--- src/rtl/alt_vipvfr121_vfr_bank_scheduler.sv ---
// ---------------------------------------------------------------------------
// alt_vipvfr121_vfr_bank_scheduler
//
// Double-buffer bank scheduler for the frame reader. Software writes a frame
// into one of two banks and pulses commit; this block hands the committed bank
// to the frame reader controller at the next frame boundary, repeats the last
// frame when nothing new has been committed, counts completed frames and
// raises sticky interrupt / collision flags.
//
// Ports:
//   clock          in   sole clock, rising edge
//   reset          in   synchronous, active-low
//   enable         in   software run enable (level)
//   commit         in   one-cycle pulse: bank commit_bank is ready
//   commit_bank    in   bank index qualified by commit
//   irq_clear      in   one-cycle pulse clearing irq and collision
//   running        in   controller busy flag
//   frame_complete in   controller end-of-frame pulse
//   go_bit         out  start request to controller
//   next_bank      out  bank the controller reads on its next start
//   frames_shown   out  completed-frame counter (wraps)
//   irq            out  sticky: a frame from a newly committed bank finished
//   collision      out  sticky: a commit targeted the bank being scanned
// ---------------------------------------------------------------------------
module alt_vipvfr121_vfr_bank_scheduler #(
    parameter int unsigned FRAME_COUNT_WIDTH = 16
) (
    input  logic                         clock,
    input  logic                         reset,
    input  logic                         enable,
    input  logic                         commit,
    input  logic                         commit_bank,
    input  logic                         irq_clear,
    input  logic                         running,
    input  logic                         frame_complete,
    output logic                         go_bit,
    output logic                         next_bank,
    output logic [FRAME_COUNT_WIDTH-1:0] frames_shown,
    output logic                         irq,
    output logic                         collision
);

    typedef enum logic [1:0] {
        IDLE,
        ISSUE,
        WAIT_START,
        WAIT_DONE
    } state_t;

    localparam logic [FRAME_COUNT_WIDTH-1:0] COUNT_ONE = FRAME_COUNT_WIDTH'(1);

    state_t state;
    logic   have_frame;  // at least one bank has ever been committed
    logic   pend_valid;  // a commit is waiting for the next frame boundary
    logic   pend_bank;
    logic   swap;        // the frame in flight came from a fresh commit

    always_ff @(posedge clock) begin
        if (!reset) begin
            state        <= IDLE;
            go_bit       <= 1'b0;
            next_bank    <= 1'b0;
            frames_shown <= '0;
            irq          <= 1'b0;
            collision    <= 1'b0;
            have_frame   <= 1'b0;
            pend_valid   <= 1'b0;
            pend_bank    <= 1'b0;
            swap         <= 1'b0;
        end else begin
            // Clear is written first so any set later in this block wins.
            if (irq_clear) begin
                irq       <= 1'b0;
                collision <= 1'b0;
            end

            if (commit) begin
                pend_valid <= 1'b1;
                pend_bank  <= commit_bank;
                have_frame <= 1'b1;
                if ((state == WAIT_START || state == WAIT_DONE) &&
                    commit_bank == next_bank)
                    collision <= 1'b1;
            end

            case (state)
                IDLE: begin
                    go_bit <= 1'b0;
                    // A commit in this same cycle already counts as a frame.
                    if (enable && (have_frame || commit))
                        state <= ISSUE;
                end

                ISSUE: begin
                    if (pend_valid) begin
                        // next_bank takes the pre-commit pending bank; a
                        // commit in this cycle stays pending for next time.
                        next_bank <= pend_bank;
                        swap      <= 1'b1;
                        if (!commit)
                            pend_valid <= 1'b0;
                    end else begin
                        swap <= 1'b0;
                    end
                    go_bit <= 1'b1;
                    state  <= WAIT_START;
                end

                WAIT_START: begin
                    if (running) begin
                        go_bit <= 1'b0;
                        state  <= WAIT_DONE;
                    end
                end

                WAIT_DONE: begin
                    go_bit <= 1'b0;
                    if (frame_complete) begin
                        frames_shown <= frames_shown + COUNT_ONE;
                        if (swap)
                            irq <= 1'b1;
                        state <= enable ? ISSUE : IDLE;
                    end
                end
            endcase
        end
    end

endmodule

--- config.mk ---
export PLATFORM = sky130hd
export DESIGN_NAME = alt_vipvfr121_vfr_bank_scheduler
export DESIGN_NICKNAME = d
export VERILOG_FILES = /design/src/rtl/alt_vipvfr121_vfr_bank_scheduler.sv
export SDC_FILE = /design/constraint.sdc
export NUM_CORES = 1
export LEC_CHECK = 0
export CORE_ASPECT_RATIO = 0.8
export CORE_MARGIN = 10
export CORE_UTILIZATION = 46
export CTS_BUF_LIST = sky130_fd_sc_hd__clkbuf_4 sky130_fd_sc_hd__clkbuf_8
export DETAILED_ROUTE_END_ITERATION = 7
export GPL_TIMING_DRIVEN = 0
export MAX_ROUTING_LAYER = met4
export PLACE_DENSITY = 0.72
export SYNTH_ARGS = -nofsm -noshare
export SYNTH_HDL_FRONTEND = slang
export SYNTH_SLANG_ARGS = --single-unit
--- constraint.sdc ---
create_clock -name clock -period 5.35 [get_ports clock]
set_clock_uncertainty 0.15 [all_clocks]
set_input_delay 0.8025 -clock clock [delete_from_list [all_inputs] [get_ports clock]]
set_output_delay 0.8025 -clock clock [all_outputs]
set_load 0.01 [all_outputs]
==> results by group, run 1 <==
Min path
  – HP Class: flop to flop
  – Worst Hold Path EP: have_frame
  – Hold Crit Start: have_frame
  – Hold Crit Depth: 2

Routing
  – Final WL: roughly 2.9 mm
  – Final ANT Viol Nets: 0
  – M1 WL: 1.442 mm
  – Routed len/inst: 14.40 um
  – Met2 wire length: 1.304 mm
  – Highest Signal Layer: met4
  – DR vias/cell: approximately 5.3
  – DR pass1 iterations: 4
  – Via count: 1062
  – Met3 WL post-DR: between 100 and 150 um
  – Remaining DRCs: 0
  – Starting DRT DRC Count: 75

Clocking
  – Worst-path clk slew: 130 ps
  – Htree depth: 1
  – Maximum buffer depth of the clock tree: 2
  – Total clock sinks: 26
  – CTS tree: yes
  – Num CTS Buffers: 3
  – Clk root buf: clkbuf_4
  – Clock Latency Late Sink: 330 ps
  – Setup Buffers After CTS: 0
  – Post-CTS Resized: 0
  – Hold buffers post-CTS: 0

Cells and area
  – Share of cells above drive strength 1: 0.03659
  – Ant diodes: 0
  – Area growth, synth to finish: 29.74%
  – Max FFs per register: 16
  – Final net count: between 150 and 200
  – Top Registers: frames_shown (16), state (2)
  – Reg with most FFs: frames_shown

Yosys
  – Synth Instances: 133
  – Unique masters post-synth: 30
  – Main combinational cell family by area after synthesis: simple AND/OR/NAND/NOR gates
  – YS warnings: 0
  – Prevailing post-synth register cell: dfxtp_1
  – Cell taking the most area after synthesis: dfxtp_1
  – Most common cell in the synthesized netlist: dfxtp_1
  – Post-synthesis mux area share: 0.03386
  – Seq cells post-synth: 26
  – Compound-cell area share of the yosys netlist: 0.1153
  – Synth Area in Simple Gates: 0.2296
  – Synth Area in Adders: 0.07407
  – Number of synthesized flops with an enable pin: 0
  – Synth Area in XOR/XNOR: 0.07407
  – Synth cell count leaders: dfxtp_1, nor2_1, nand2_1, a21oi_1
  – Post-synthesis sequential area ratio: 0.4402
  – Mapped Nets: 148
  – Post-Syn Area per Cell: 8.890 um2
  – Area contributors post-synth: dfxtp_1, ha_1, nor2_1, a21oi_1, xnor2_1
  – Share of the synthesized area in the top cell type: 0.4402
  – Cell area after synthesis: 1182 um2
  – Ys async rst share: 0

Die
  – Die area: roughly 5000 um2
  – Die X: 76.69 um
  – Die Ht: 65.35 um
  – # rows: 16
  – IO Pins: 28
  – Starting Density: 0.4841
  – Core area: about 2400 um2

Setup path
  – Worst Path Max Fanout: 5
  – Path depth of the worst reg2reg path: 6
  – Top Family by Delay on Critical Path: compound AO/OA/AOI/OAI gates
  – Critical Path RT: roughly 5400 ps
  – Crit path DAT: 2450 ps
  – RR Endpoint: frames_shown[11]
  – Most used cell, CP: o21ai_0
  – CP startpoint kind: input port
  – Slowest CP cell: clkdlybuf4s50_1
  – Worst-path cell chain: clkdlybuf4s50_1 > o21ai_0 > a222oi_1 > o21ai_0 > a221oi_1
  – Crit path buffers/inverters: 1
  – Critical Path Sink Type: flop
  – Max incr delay on CP: 570 ps
  – Reg-to-reg startpoint: state[1]
  – CP Class: input port to flop
  – R2r setup slk: 3290 ps

GRT
  – Grt ovf: 0
  – Largest net degree at the start of global routing: 15
  – Number of global-route vias before repair: 1061
  – Wire length of the first global-routing pass: 5.057 mm
  – Antenna violations before repair: 0
  – Gr usage total: 0.1247

Power and ir drop
  – PwrDens: 272.8 nW/um2
  – Max VDD drop: 0.1814 mV
  – Static Leakage: 0.5511 nW

Timing
  – Min Tclk post-route: about 2400 ps
  – Final Hold Viols: 0
  – Setup TNS: 0 ps
  – Worst slew pin tran: 525.7 ps
  – Slew Limit Fails: 0
  – Period utilization: 0.4412
  – RSZ-0062 raised after global routing: false
  – FMAX: 423.7 MHz
  – Worst slew margin: 0.6495
  – Hold WS: 335.2 ps
  – Endpoints failing setup: 0

Placement
  – HPWL after DPL: around 2.2 mm
  – Placer Congestion: 0.7970
  – IO buf count: 27

Flow run
  – Max-cap violation count: 0

Run status
  – Outcome: complete, no violations
==> cells by family after synthesis <==
kind of cell    count (synthesis)
simple gates                   54
compound gates                 22
fa+ha+maj                       7
mux                             4
flops                          26
xor+xnor                       10
buf+inv                        10
==> how the worst max path moves through the flow <==
stage | cells past startpoint | start | endpoint | slack [ps]
floorplan | 5 | frame_complete | frames_shown[11] | 3390
global placement | 6 | frame_complete | frames_shown[11] | 2710
detailed placement | 6 | frame_complete | frames_shown[11] | 2670
CTS | 6 | frame_complete | frames_shown[11] | 3010
global route | 5 | commit | state[0] | 2880
finish | 5 | commit | state[0] | 2990
==> per-stage QoR <==
step           instances  utilization  cell area [um2]  total power [mW]  setup slack, ps
6_report             200       0.6281             1534            0.4184             2990
5_1_grt              200       0.6281             1534            0.4437             2881
4_1_cts              200       0.6281             1534            0.4208             3013
3_5_place_dp         196       0.6132             1498            0.3213             2674
3_3_place_gp         196       0.6132             1498            0.3131             2706
2_1_floorplan        133            -             1182            0.2872             3388
==> per-layer routing <==
layer  vias to the layer above  track usage
li1                        530            -
met1                       502       0.1586
met2                        28       0.1901
met3                         2      0.04212
met4                         0      0.02083
met5                         -            -
==> power by group <==
part           internal [mW]  leakage (nW)  switching, mW
sequential             0.208         0.211         0.0128
combinational         0.0439         0.319         0.0532
clock                 0.0417        0.0210         0.0591
total                  0.293         0.551          0.125
==> tightest hold or removal path, stage by stage, from the launching register on <==
cell	delay (ps)
dfxtp_1	340
nor2_1	80
nor2_1	40
==> layout by cell type (no fill, tap or decap), types with 6 or more instances in the layout <==
cell and n:
nand4_1 6, nor2_1 17, a21oi_1 9, ha_1 7, nand2_1 10, inv_1 7, dfxtp_1 26, clkdlybuf4s50_1 27
==> cell type report <==
class,instances,area [um2]
plain buffers,3,12.51
well taps,36,45.04
flip-flops and latches,26,520.5
clock buffers,4,36.28
repair buffers,27,270.3
fillers,235,908.4
multi-input cells,97,623.1
inverters,7,26.28
No activity file was read; power rests on OpenSTA's default activity.
==> run 2: changes to the inputs <==
- clock period: 5.35 -> 2.2 ns (I/O delays scaled with it)
==> results by group, run 2 (synthesized netlist as in run 1, its figures left out) <==
Die
  – Die Ht: around 65 um
  – Die area: 5011 um2
  – Starting Density: 0.4841
  – # rows: 16
  – IO Pins: 28
  – Die X: between 70 and 80 um
  – Core area: around 2400 um2

Power and ir drop
  – Net Sw Frac: 0.2979
  – Static Leakage: 0.5521 nW
  – Max VDD drop: 0.4397 mV
  – Flop pwr share: 0.528
  – Int Pwr: 0.7134 mW
  – Sw power: 0.3028 mW
  – Tot Pwr: about 1.0 mW
  – Combinational Power Share: 0.232
  – PwrDens: 661.3 nW/um2
  – Clock power frac: 0.240

Cells and area
  – Share of cells above drive strength 1: 0.04268
  – Max FFs per register: 16
  – Finished Layout Cells: 200
  – Design Area, Final: 1536 um2
  – Most common cell after layout, fill and taps aside: clkdlybuf4s50_1
  – Most frequent cells in the layout: clkdlybuf4s50_1, dfxtp_1, nor2_1, nand2_1, a21oi_1
  – Area growth, synth to finish: 29.95%
  – Layout fillers: 235
  – Top Registers: frames_shown (16), state (2)
  – Final Core Density: 0.6291
  – Ant diodes: 0
  – Reg with most FFs: frames_shown
  – Final net count: 180

Placement
  – HPWL after DPL: roughly 2.2 mm
  – Placement Setup Slack: -3.846 ps
  – Post-Place Cells: roughly 200
  – Placed cell area: 1498 um2
  – Placer Congestion: 0.7970
  – IO buf count: 27

Clocking
  – Worst-path clk slew: 140 ps
  – Num CTS Buffers: 3
  – Htree depth: 1
  – Clk root buf: clkbuf_4
  – CTS tree: yes
  – Total clock sinks: 26
  – Clock Latency Late Sink: ~330 ps
  – Hold buffers post-CTS: 0
  – Maximum buffer depth of the clock tree: 2

Routing
  – Via count: 1060
  – Starting DRT DRC Count: 77
  – Final WL: 2.863 mm
  – DR vias/cell: 5.300
  – Final ANT Viol Nets: 0
  – DR pass1 iterations: 4
  – Routed len/inst: 14.32 um
  – Remaining DRCs: 0

Min path
  – HP Class: flop to flop

Timing
  – Min Tclk post-route: 1980 ps
  – Final worst setup slack: 220.3 ps
  – Hold WS: around 340 ps
  – Slew Limit Fails: 0
  – RSZ-0062 raised after global routing: false
  – Setup TNS: 0 ps
  – Final Hold Viols: 0
  – Endpoints failing setup: 0
  – Period utilization: 0.8999
  – FMAX: 505.1 MHz
  – Worst slew margin: 0.6533
  – Worst slew pin tran: about 520 ps

GRT
  – Grt ovf: 0
  – Number of global-route vias before repair: 1061
  – Antenna violations before repair: 0
  – Largest net degree at the start of global routing: 15
  – Gr usage total: 0.1247
  – Wire length of the first global-routing pass: 5.057 mm

Setup path
  – Slowest CP cell: or4_1
  – Max incr delay on CP: 430 ps
  – Critical Path Sink Type: flop
  – CP Class: flop to flop
  – Critical Path RT: 2320 ps
  – Crit path DAT: between 2000 and 2500 ps
  – Worst-path cell chain: ha_1 > and2_1 > buf_2 > nand2_2 > or4_1 > a21oi_1
  – Worst Path Max Fanout: 9
  – Crit path buffers/inverters: 1
  – CP startpoint kind: flop
  – Top Family by Delay on Critical Path: simple AND/OR/NAND/NOR gates

Run status
  – Outcome: complete, no violations

Flow run
  – Max-cap violation count: 0
run 2: cell counts in the layout (fill, tap and decap cells not counted):
Identical to the previous run, type by type.
run 2: area by class of cell:
class                      count  area [um2]  share of cell area
buffer                         3       12.51            0.008143
tap                           36       45.04             0.02932
timing repair buffer          27       270.3              0.1759
multi-input combinational     97       625.6              0.4072
clock buffer                   4       36.28             0.02362
sequential                    26       520.5              0.3388
inverter                       7       26.28             0.01710
run 2: layer usage:
layer	wire length [um]	GRT usage
met5	0	-
met2	1319	0.1901
met3	129	0.04212
met1	1415	0.1586
met4	0	0.02083
run 2: path summary, 6_finish.rpt:
path	slack (ps)	start	end	cells after the start
min	340	have_frame	have_frame	2
max reg2reg	220	state[1]	frames_shown[11]	6
max	220	state[1]	frames_shown[11]	6
min reg2reg	340	have_frame	have_frame	2
run 2: what timing repair did:
| action | CTS | global route |
|---|---|---|
| resized for setup | 0 | 1 |
| endpoints found under the hold margin | 0 | 0 |
| setup endpoints to repair | 0 | 1 |
| buffers inserted | 0 | 0 |
run 2: worst register-to-register path: stages (launching register included):
cell and delay [ps]:
dfxtp_1 420, ha_1 260, and2_1 140, buf_2 220, nand2_2 150, or4_1 430
a21oi_1 160
run 2: power by group through the flow:
| stage | clock network [mW] | registers [mW] | logic (mW) |
|---|---|---|---|
| after floorplan | 0 | 0.544 | 0.155 |
| after global placement | 0 | 0.543 | 0.218 |
| after detailed placement | 0 | 0.547 | 0.234 |
| after CTS | 0.252 | 0.537 | 0.235 |
| after global routing | 0.275 | 0.543 | 0.262 |
| final | 0.244 | 0.536 | 0.236 |
